[config.mk]
export PLATFORM = sky130hd
export DESIGN_NAME = gf2m_digit_serial_mult
export DESIGN_NICKNAME = d
export VERILOG_FILES = /design/src/rtl/gf2m_pkg.sv /design/src/rtl/gf2m_digit_step.sv /design/src/rtl/gf2m_digit_serial_mult.sv
export SDC_FILE = /design/constraint.sdc
export NUM_CORES = 2
export LEC_CHECK = 0
export ABC_CLOCK_PERIOD_IN_PS = 1400
export BUFFER_PORTS_ARGS = -buffer_cell sky130_fd_sc_hd__buf_2
export CAP_MARGIN = 20
export CORE_UTILIZATION = 35
export CTS_CLUSTER_SIZE = 10
export DETAILED_ROUTE_END_ITERATION = 10
export PLACE_DENSITY_LB_ADDON = 0.12
export SYNTH_ARGS = -nofsm -noshare
export SYNTH_HDL_FRONTEND = slang
export SYNTH_SLANG_ARGS = --single-unit
[constraint.sdc]
create_clock -name clk -period 1.4 [get_ports clk]
set_input_delay 0.07 -clock clk [delete_from_list [all_inputs] [get_ports clk]]
set_output_delay 0.07 -clock clk [all_outputs]
set_load 0.005 [all_outputs]
[src/rtl/gf2m_pkg.sv]
// Shared definitions for the GF(2^m) digit-serial multiplier:
// FSM state encoding, common field constants and the digit-count helper.
package gf2m_pkg;

  typedef enum logic [1:0] {
    IDLE = 2'b00,
    RUN  = 2'b01,
    DONE = 2'b10
  } state_e;

  // NIST B-163 binary field: f(x) = x^163 + x^7 + x^6 + x^3 + 1
  localparam int           M_B163    = 163;
  localparam logic [162:0] POLY_B163 = 163'hC9;

  // AES field: f(x) = x^8 + x^4 + x^3 + x + 1
  localparam int           M_AES     = 8;
  localparam logic [7:0]   POLY_AES  = 8'h1B;

  // Number of DIGIT-wide slices needed to cover an m-bit multiplier.
  function automatic int calc_ndig(input int m, input int digit);
    return (m + digit - 1) / digit;
  endfunction

endpackage

[src/rtl/gf2m_digit_step.sv]
// One clock's worth of the interleaved GF(2^m) multiply: consumes DIGIT
// bits of B, folding the running multiple of A into the accumulator and
// advancing A by x (with reduction) once per consumed bit.
module gf2m_digit_step
  import gf2m_pkg::*;
#(
  parameter int           M     = M_B163,
  parameter int           DIGIT = 4,
  parameter logic [M-1:0] POLY  = M'(POLY_B163)
) (
  input  logic [M-1:0]     a_in,
  input  logic [M-1:0]     acc_in,
  input  logic [DIGIT-1:0] b_digit,
  output logic [M-1:0]     a_out,
  output logic [M-1:0]     acc_out
);

  logic [M-1:0] w_a;
  logic [M-1:0] w_acc;

  // Unrolled chain: accumulate a_j where b bit j is set, then a_{j+1} = x*a_j mod f.
  always_comb begin
    w_a   = a_in;
    w_acc = acc_in;
    for (int j = 0; j < DIGIT; j++) begin
      if (b_digit[j]) begin
        w_acc = w_acc ^ w_a;
      end else begin
        w_acc = w_acc;
      end
      if (w_a[M-1]) begin
        w_a = (w_a << 1) ^ POLY;
      end else begin
        w_a = w_a << 1;
      end
    end
  end

  assign a_out   = w_a;
  assign acc_out = w_acc;

endmodule

[src/rtl/gf2m_digit_serial_mult.sv]
// Digit-serial GF(2^M) polynomial-basis multiplier, Z = A*B mod f(x).
// B is consumed LSB-first, DIGIT bits per clock, over NDIG cycles.
// Handshake: start (IDLE only) -> busy for NDIG cycles -> one-cycle done with z.
// abort cancels a running operation without touching z.
// Optional feature macro GF2M_MAC_EN: adds port c and computes Z = A*B + C.
module gf2m_digit_serial_mult
  import gf2m_pkg::*;
#(
  parameter int           M     = M_B163,
  parameter int           DIGIT = 4,
  parameter logic [M-1:0] POLY  = M'(POLY_B163)
) (
  input  logic         clk,
  input  logic         rst_n,
  input  logic         start,
  input  logic         abort,
`ifdef GF2M_MAC_EN
  input  logic [M-1:0] c,
`endif
  input  logic [M-1:0] a,
  input  logic [M-1:0] b,
  output logic [M-1:0] z,
  output logic         busy,
  output logic         done
);

  localparam int             NDIG     = calc_ndig(M, DIGIT);
  localparam int             CW       = $clog2(NDIG + 1);
  localparam logic [CW-1:0]  LAST_CNT = CW'(NDIG - 1);

  state_e        r_state;
  logic [M-1:0]  r_a;
  logic [M-1:0]  r_b;
  logic [M-1:0]  r_acc;
  logic [M-1:0]  r_z;
  logic [CW-1:0] r_cnt;
  logic          r_busy;
  logic          r_done;

  logic [M-1:0]  w_a_next;
  logic [M-1:0]  w_acc_next;
  logic [M-1:0]  w_acc_init;

`ifdef GF2M_MAC_EN
  assign w_acc_init = c;
`else
  assign w_acc_init = {M{1'b0}};
`endif

  gf2m_digit_step #(
    .M     (M),
    .DIGIT (DIGIT),
    .POLY  (POLY)
  ) u_step (
    .a_in    (r_a),
    .acc_in  (r_acc),
    .b_digit (r_b[DIGIT-1:0]),
    .a_out   (w_a_next),
    .acc_out (w_acc_next)
  );

  // Control FSM plus datapath registers; busy/done are registered alongside state.
  always_ff @(posedge clk or negedge rst_n) begin
    if (!rst_n) begin
      r_state <= IDLE;
      r_a     <= {M{1'b0}};
      r_b     <= {M{1'b0}};
      r_acc   <= {M{1'b0}};
      r_z     <= {M{1'b0}};
      r_cnt   <= {CW{1'b0}};
      r_busy  <= 1'b0;
      r_done  <= 1'b0;
    end else begin
      case (r_state)
        IDLE: begin
          r_done <= 1'b0;
          if (start) begin
            r_a     <= a;
            r_b     <= b;
            r_acc   <= w_acc_init;
            r_cnt   <= {CW{1'b0}};
            r_busy  <= 1'b1;
            r_state <= RUN;
          end else begin
            r_busy  <= 1'b0;
            r_state <= IDLE;
          end
        end
        RUN: begin
          r_done <= 1'b0;
          if (abort) begin
            r_busy  <= 1'b0;
            r_state <= IDLE;
          end else begin
            r_a   <= w_a_next;
            r_b   <= r_b >> DIGIT;
            r_acc <= w_acc_next;
            r_cnt <= r_cnt + CW'(1'b1);
            if (r_cnt == LAST_CNT) begin
              r_busy  <= 1'b0;
              r_state <= DONE;
            end else begin
              r_busy  <= 1'b1;
              r_state <= RUN;
            end
          end
        end
        DONE: begin
          r_z     <= r_acc;
          r_done  <= 1'b1;
          r_busy  <= 1'b0;
          r_state <= IDLE;
        end
        default: begin
          r_busy  <= 1'b0;
          r_done  <= 1'b0;
          r_state <= IDLE;
        end
      endcase
    end
  end

  assign z    = r_z;
  assign busy = r_busy;
  assign done = r_done;

endmodule

* Word-level counts from Yosys, hierarchy flattened
Index checks and enable logic that the tools add are counted.
** Cells by class
- Bitwise operators :: 8
- Eq/ne operators :: 5
- Muxes and demuxes :: 29
- Reduce and logical (&&, ||, !) cells :: 3
- $add $sub $neg :: 1
** Operator list (count)
- $mux 163 :: 10
- $pmux 163 s2 :: 3
- $xor 163x163->163 :: 4
- $mux 8 :: 4
- $not 4->4 :: 4
- $mux 6 :: 2
- $pmux 6 s2 :: 1
- $add 6x1->6 const B :: 1
- $eq 6x6->1 const B :: 1
- $mux 1 :: 5
- $mux 2 :: 2
- $ne 2x2->1 const B :: 2
- $pmux 2 s2 :: 1
- $reduce_and 3->1 :: 1
- $eq 2x1->1 const B :: 1
- $eq 2x2->1 const B :: 1
- $logic_not 2->1 :: 1
- $pmux 1 s2 :: 1
- $reduce_bool 2->1 :: 1
** Word-level totals
- Word-level logic and storage cells :: 54
- Bits in registers :: 662

* Logic depth before layout (Yosys ltp)
- Depth after elaboration :: 10
- Gate-level depth with buffers :: 8

* Cells and area by module
Synthesis repeated with hierarchy kept, for this count alone.
** Second synthesis, totals
- Cell total of the unflattened synthesis :: 4440
- Area, all modules :: 37387.1 um^2
** By module, submodules not included
- gf2m_digit_serial_mult :: cells an instance 2895, times used 1, sequential area each 16540.9 um^2, area an instance 27428.8 um^2
- gf2m_digit_step :: cells an instance 1545, times used 1, sequential area each 0.0 um^2, area an instance 9958.3 um^2

* Worst setup path before layout
Ideal clock, no wire load.
- Path type :: register to register
- Start :: register r_state[0]
- End :: register r_b[3]
- Data arrival time :: 1.456 ns
- Setup slack :: -0.186 ns
- Library setup time :: 0.130 ns
- Period minus slack after synthesis :: 1.586 ns
- Stages on the path, launching flop included :: 7
- Path buffers :: 3
- Cells stage by stage :: dfrtp_1 -> or3b_4 -> buf_6 -> nand2_2 -> buf_4 -> buf_2 -> o21ai_0
** Between the ends
- Cells in the longest elaborated chain, start to end :: 3
- Elaborated cells on any way between the ends :: 7
- Those cells by class :: eq/ne: 3; mux: 1; reduce/logical: 3
** RTL lines
- start, declared :: line gf2m_digit_serial_mult.sv:31 : state_e r_state;
- start signal, assigned :: line gf2m_digit_serial_mult.sv:65 : r_state <= IDLE;
- start signal, assigned :: line gf2m_digit_serial_mult.sv:83 : r_state <= RUN;
- start signal, assigned :: line gf2m_digit_serial_mult.sv:86 : r_state <= IDLE;
- $eq 2x1->1 or $logic_not 2->1 (tied branches) :: line gf2m_digit_serial_mult.sv:74 : case (r_state)
- $ne 2x2->1 (no source line) or $reduce_bool 2->1 (tied branches)
- $reduce_and 3->1 (no source line)
- end signal, assigned :: line gf2m_digit_serial_mult.sv:67 : r_b <= {M{1'b0}};
- end signal, assigned :: line gf2m_digit_serial_mult.sv:96 : r_b <= r_b >> DIGIT;
- end, declared :: line gf2m_digit_serial_mult.sv:33 : logic [M-1:0] r_b;
Several ways; a longest one is shown, not always the timed one.
A chain may end at the register's enable or synchronous reset.

* Worst setup path after layout
- Start :: register r_state[0]
- End :: register r_a[135]
** Between the ends
- Cells in the longest elaborated chain, start to end :: 3
- Elaborated cells on any way between the ends :: 7
- Those cells by class :: eq/ne: 3; mux: 1; reduce/logical: 3
** RTL lines
- $eq 2x1->1 or $logic_not 2->1 (tied branches) :: line gf2m_digit_serial_mult.sv:74
- $ne 2x2->1 (no source line) or $reduce_bool 2->1 (tied branches)
- $reduce_and 3->1 (no source line)
- end signal, assigned :: line gf2m_digit_serial_mult.sv:66 : r_a <= {M{1'b0}};
- end signal, assigned :: line gf2m_digit_serial_mult.sv:95 : r_a <= w_a_next;
- end, declared :: line gf2m_digit_serial_mult.sv:32 : logic [M-1:0] r_a;
Several ways; a longest one is shown, not always the timed one.

==> results.json <==
{
  "status": "complete, but fails checks",
  "violations": "negative setup slack",
  "arrival_ps": 2290,
  "grt.overflow.total": 0,
  "dieWidth_um": 319,
  "synthMuxAreaShare_pct": 1.65,
  "cts_tree": "built",
  "hold_viol": 0,
  "synthTopCellsByArea": "dfrtp_1, nand2_1, xnor2_1",
  "fp.dieH_um": 319,
  "synth_top_family_by_area": "simple AND/OR/NAND/NOR gates",
  "synth-edff-count": 0,
  "cts.path.max_buffers": 3,
  "min_path_cells": 7,
  "synth.yosys.seq_area_share_pct": 46.9,
  "vias_per_cell": 4.88,
  "start_kind": "flop",
  "rsz0062_at_grt": "yes",
  "io_buffers": 494,
  "pwr-share-clk_pct": 24.7,
  "first_iter_violations": 1680,
  "mostFrequentLayoutCells": "nand2_1, dfrtp_1, buf_2",
  "antenna_found_initial": 26,
  "final_common_cell": "nand2_1",
  "combinationalPowerShare_pct": 40.3,
  "setup_ws_ps": -379,
  "synthSimpleGateAreaFrac_pct": 18.7,
  "max-cap-violations": 0,
  "die-area_sq_um": 102000,
  "post-route-min-period_ps": 1780,
  "synth_warnings": 0,
  "slew-limit-headroom_pct": 69.6,
  "r2r-end": "r_a[135]$_DFFE_PN0P_",
  "reg2reg_slack_ps": -380,
  "clock.fmax_ghz": 0.562,
  "hp-start": "abort",
  "first_global_vias": 30600,
  "num_rows": 116,
  "wl_per_cell_um": 18.6,
  "drive_above_1_share_pct": 22.5,
  "cp.required_ps": 1910,
  "cts_sinks": 661,
  "synth-adder-area-share_pct": 0.0710,
  "finalMaxSlewViolations": 0,
  "critPathCaptureType": "flop",
  "pre_cts_ws_ps": -402,
  "cts_max_level": 3,
  "dp_cells": 5845,
  "hold_slack_ps": 113,
  "clock_latency_ps": 640,
  "synth_xor_area_share_pct": 13.2,
  "fin_skew_ps": 28.7,
  "ys.flop_type": "dfrtp_1",
  "first_pass_iters": 7,
  "worst-setup-path-type": "reg -> reg",
  "core_sq_um": 100000,
  "grt_max_degree": 77,
  "syn_area_sq_um": 35300,
  "place.gp.congestion": 0.801,
  "gr-usage-all-layers_pct": 22.1,
  "p_leak_nw": 22.8,
  "start_util_pct": 35.3,
  "p_switching_mw": 29.9,
  "hold_path.class": "in -> reg",
  "routed_wl_mm": 119,
  "power_density_nw_per_um2": 1670,
  "synth-seq-cells": 661,
  "r2r-start": "r_state[0]$_DFF_PN0_",
  "cts_buffers": 81,
  "clk_pin_slew_ps": 60,
  "synth_top_cell_by_area": "dfrtp_1",
  "r2r_cells": 6,
  "area_delta_synth_final_pct": 38.5,
  "vias": 31100,
  "synth_cell_types": 37,
  "cts-root-buf": "clkbuf_16",
  "finalCritPeriodShare_pct": 127,
  "tightest_slew_ps": 455,
  "async_flop_share_pct": 100,
  "peakVddDrop_v": 0.000888,
  "final_util_pct": 48.8,
  "syn_inst": 4065,
  "layout.cells.non_filler": 6372,
  "dp_hpwl_mm": 78.1,
  "pwr-share-seq_pct": 35.0,
  "postSynthAreaPerCell_sq_um": 8.67,
  "finalSetupTns_ps": -150510,
  "min_to": "r_cnt[4]$_DFFE_PN0P_",
  "drtAntennaViolNets": 0,
  "synth_top_area_share_pct": 46.9,
  "path_max_fanout": 26,
  "placed_area_sq_um": 41000,
  "finalSetupViolCount": 529,
  "grt_pass1_wl_mm": 179,
  "finalPower_mw": 81.6,
  "synth_compound_area_share_pct": 13.4,
  "synth_fp_nets": 4397,
  "fin_nets": 5353,
  "final_area_sq_um": 48800,
  "drc_errors": 0,
  "p_int_mw": 51.7,
  "p_sw_share_pct": 36.6,
  "design.portCount": 495
}
-- area by class of cell --
type	instances	area, sq um
flip-flops and latches	661	16600
well taps	1298	1620
fillers	9586	51200
repair buffers	1147	10300
multi-input cells	2968	17300
inverters	162	608
clock inverters	8	101
diodes	16	40.0
clock buffers	112	2320
-- routing by layer --
metal	vias to the layer above	track usage (%)	wire, um
met5	-	0	100
met3	200	3.38	5400
met4	16	8.01	3840
met1	14900	29.5	53400
li1	15200	-	-
met2	736	36.1	56100
-- flip-flops by register name, indices dropped and copies added, names as in the netlist --
name	cells
r_b	163
r_acc	163
z	163
done	1
r_a	163
r_state	2
r_cnt	6
-- timing repair --
| action | 4_1_cts | 5_1_grt |
|---|---|---|
| hold buffers | 330 | 0 |
| endpoints found under the hold margin | 988 | 0 |
| buffers inserted | 11 | 13 |
| endpoints found under the setup margin | 502 | 636 |
| pin swaps | 11 | 30 |
| resized for setup | 56 | 119 |
| gates cloned | 7 | 31 |
-- Yosys cell counts (all sizes together) (16+ instances only) --
cell type and number:
nand2 1353, dfrtp 661, xnor2 486, o21ai 323
a22oi 262, a21oi 218, buf 202, inv 162
or3 156, clkbuf 72, nor2 69, mux2i 58
xor2 16
-- worst max-delay path by stage --
| stage | from | endpoint | slack [ps] | cells after the start |
|---|---|---|---|---|
| 2_1_floorplan | r_state[0]$_DFF_PN0_ | r_acc[91]$_DFFE_PN0P_ | -160 | 5 |
| 3_3_place_gp | r_state[0]$_DFF_PN0_ | r_b[2]$_DFFE_PN0P_ | -410 | 8 |
| 3_5_place_dp | r_state[0]$_DFF_PN0_ | r_b[2]$_DFFE_PN0P_ | -400 | 8 |
| 4_1_cts | r_state[1]$_DFF_PN0_ | r_acc[14]$_DFFE_PN0P_ | -350 | 5 |
| 5_1_grt | r_state[1]$_DFF_PN0_ | r_b[35]$_DFFE_PN0P_ | -440 | 8 |
| 6_report | r_state[0]$_DFF_PN0_ | r_a[135]$_DFFE_PN0P_ | -380 | 6 |
-- logic make-up (layout without fill, tap and decap cells) --
group | Yosys count | count (layout)
other | 0 | 16
xor gates and xnor gates | 506 | 506
buffers and inverters | 436 | 1429
and+or+nand+nor | 1591 | 1591
DFF | 661 | 661
adders and majority gates | 2 | 2
muxes | 58 | 58
AOI/OAI and AO/OA | 811 | 811
-- power groups by stage --
stage	Combinational, mW	Clock [mW]	Sequential (mW)
final	32.9	20.1	28.6
after global routing	36.4	21.4	29.2
after CTS	31.1	20.7	28.4
after detailed placement	29.7	0	28.6
after global placement	29.2	0	28.7
after floorplan	22.3	0	27.0
-- worst max-delay path: stages, from the launching register on --
cell,delay [ps]
dfrtp_1,400
buf_4,150
or3b_2,520
nand2_8,180
buf_12,130
buf_16,170
a21oi_1,80
Note: power is estimated with default switching activity, not from simulation.
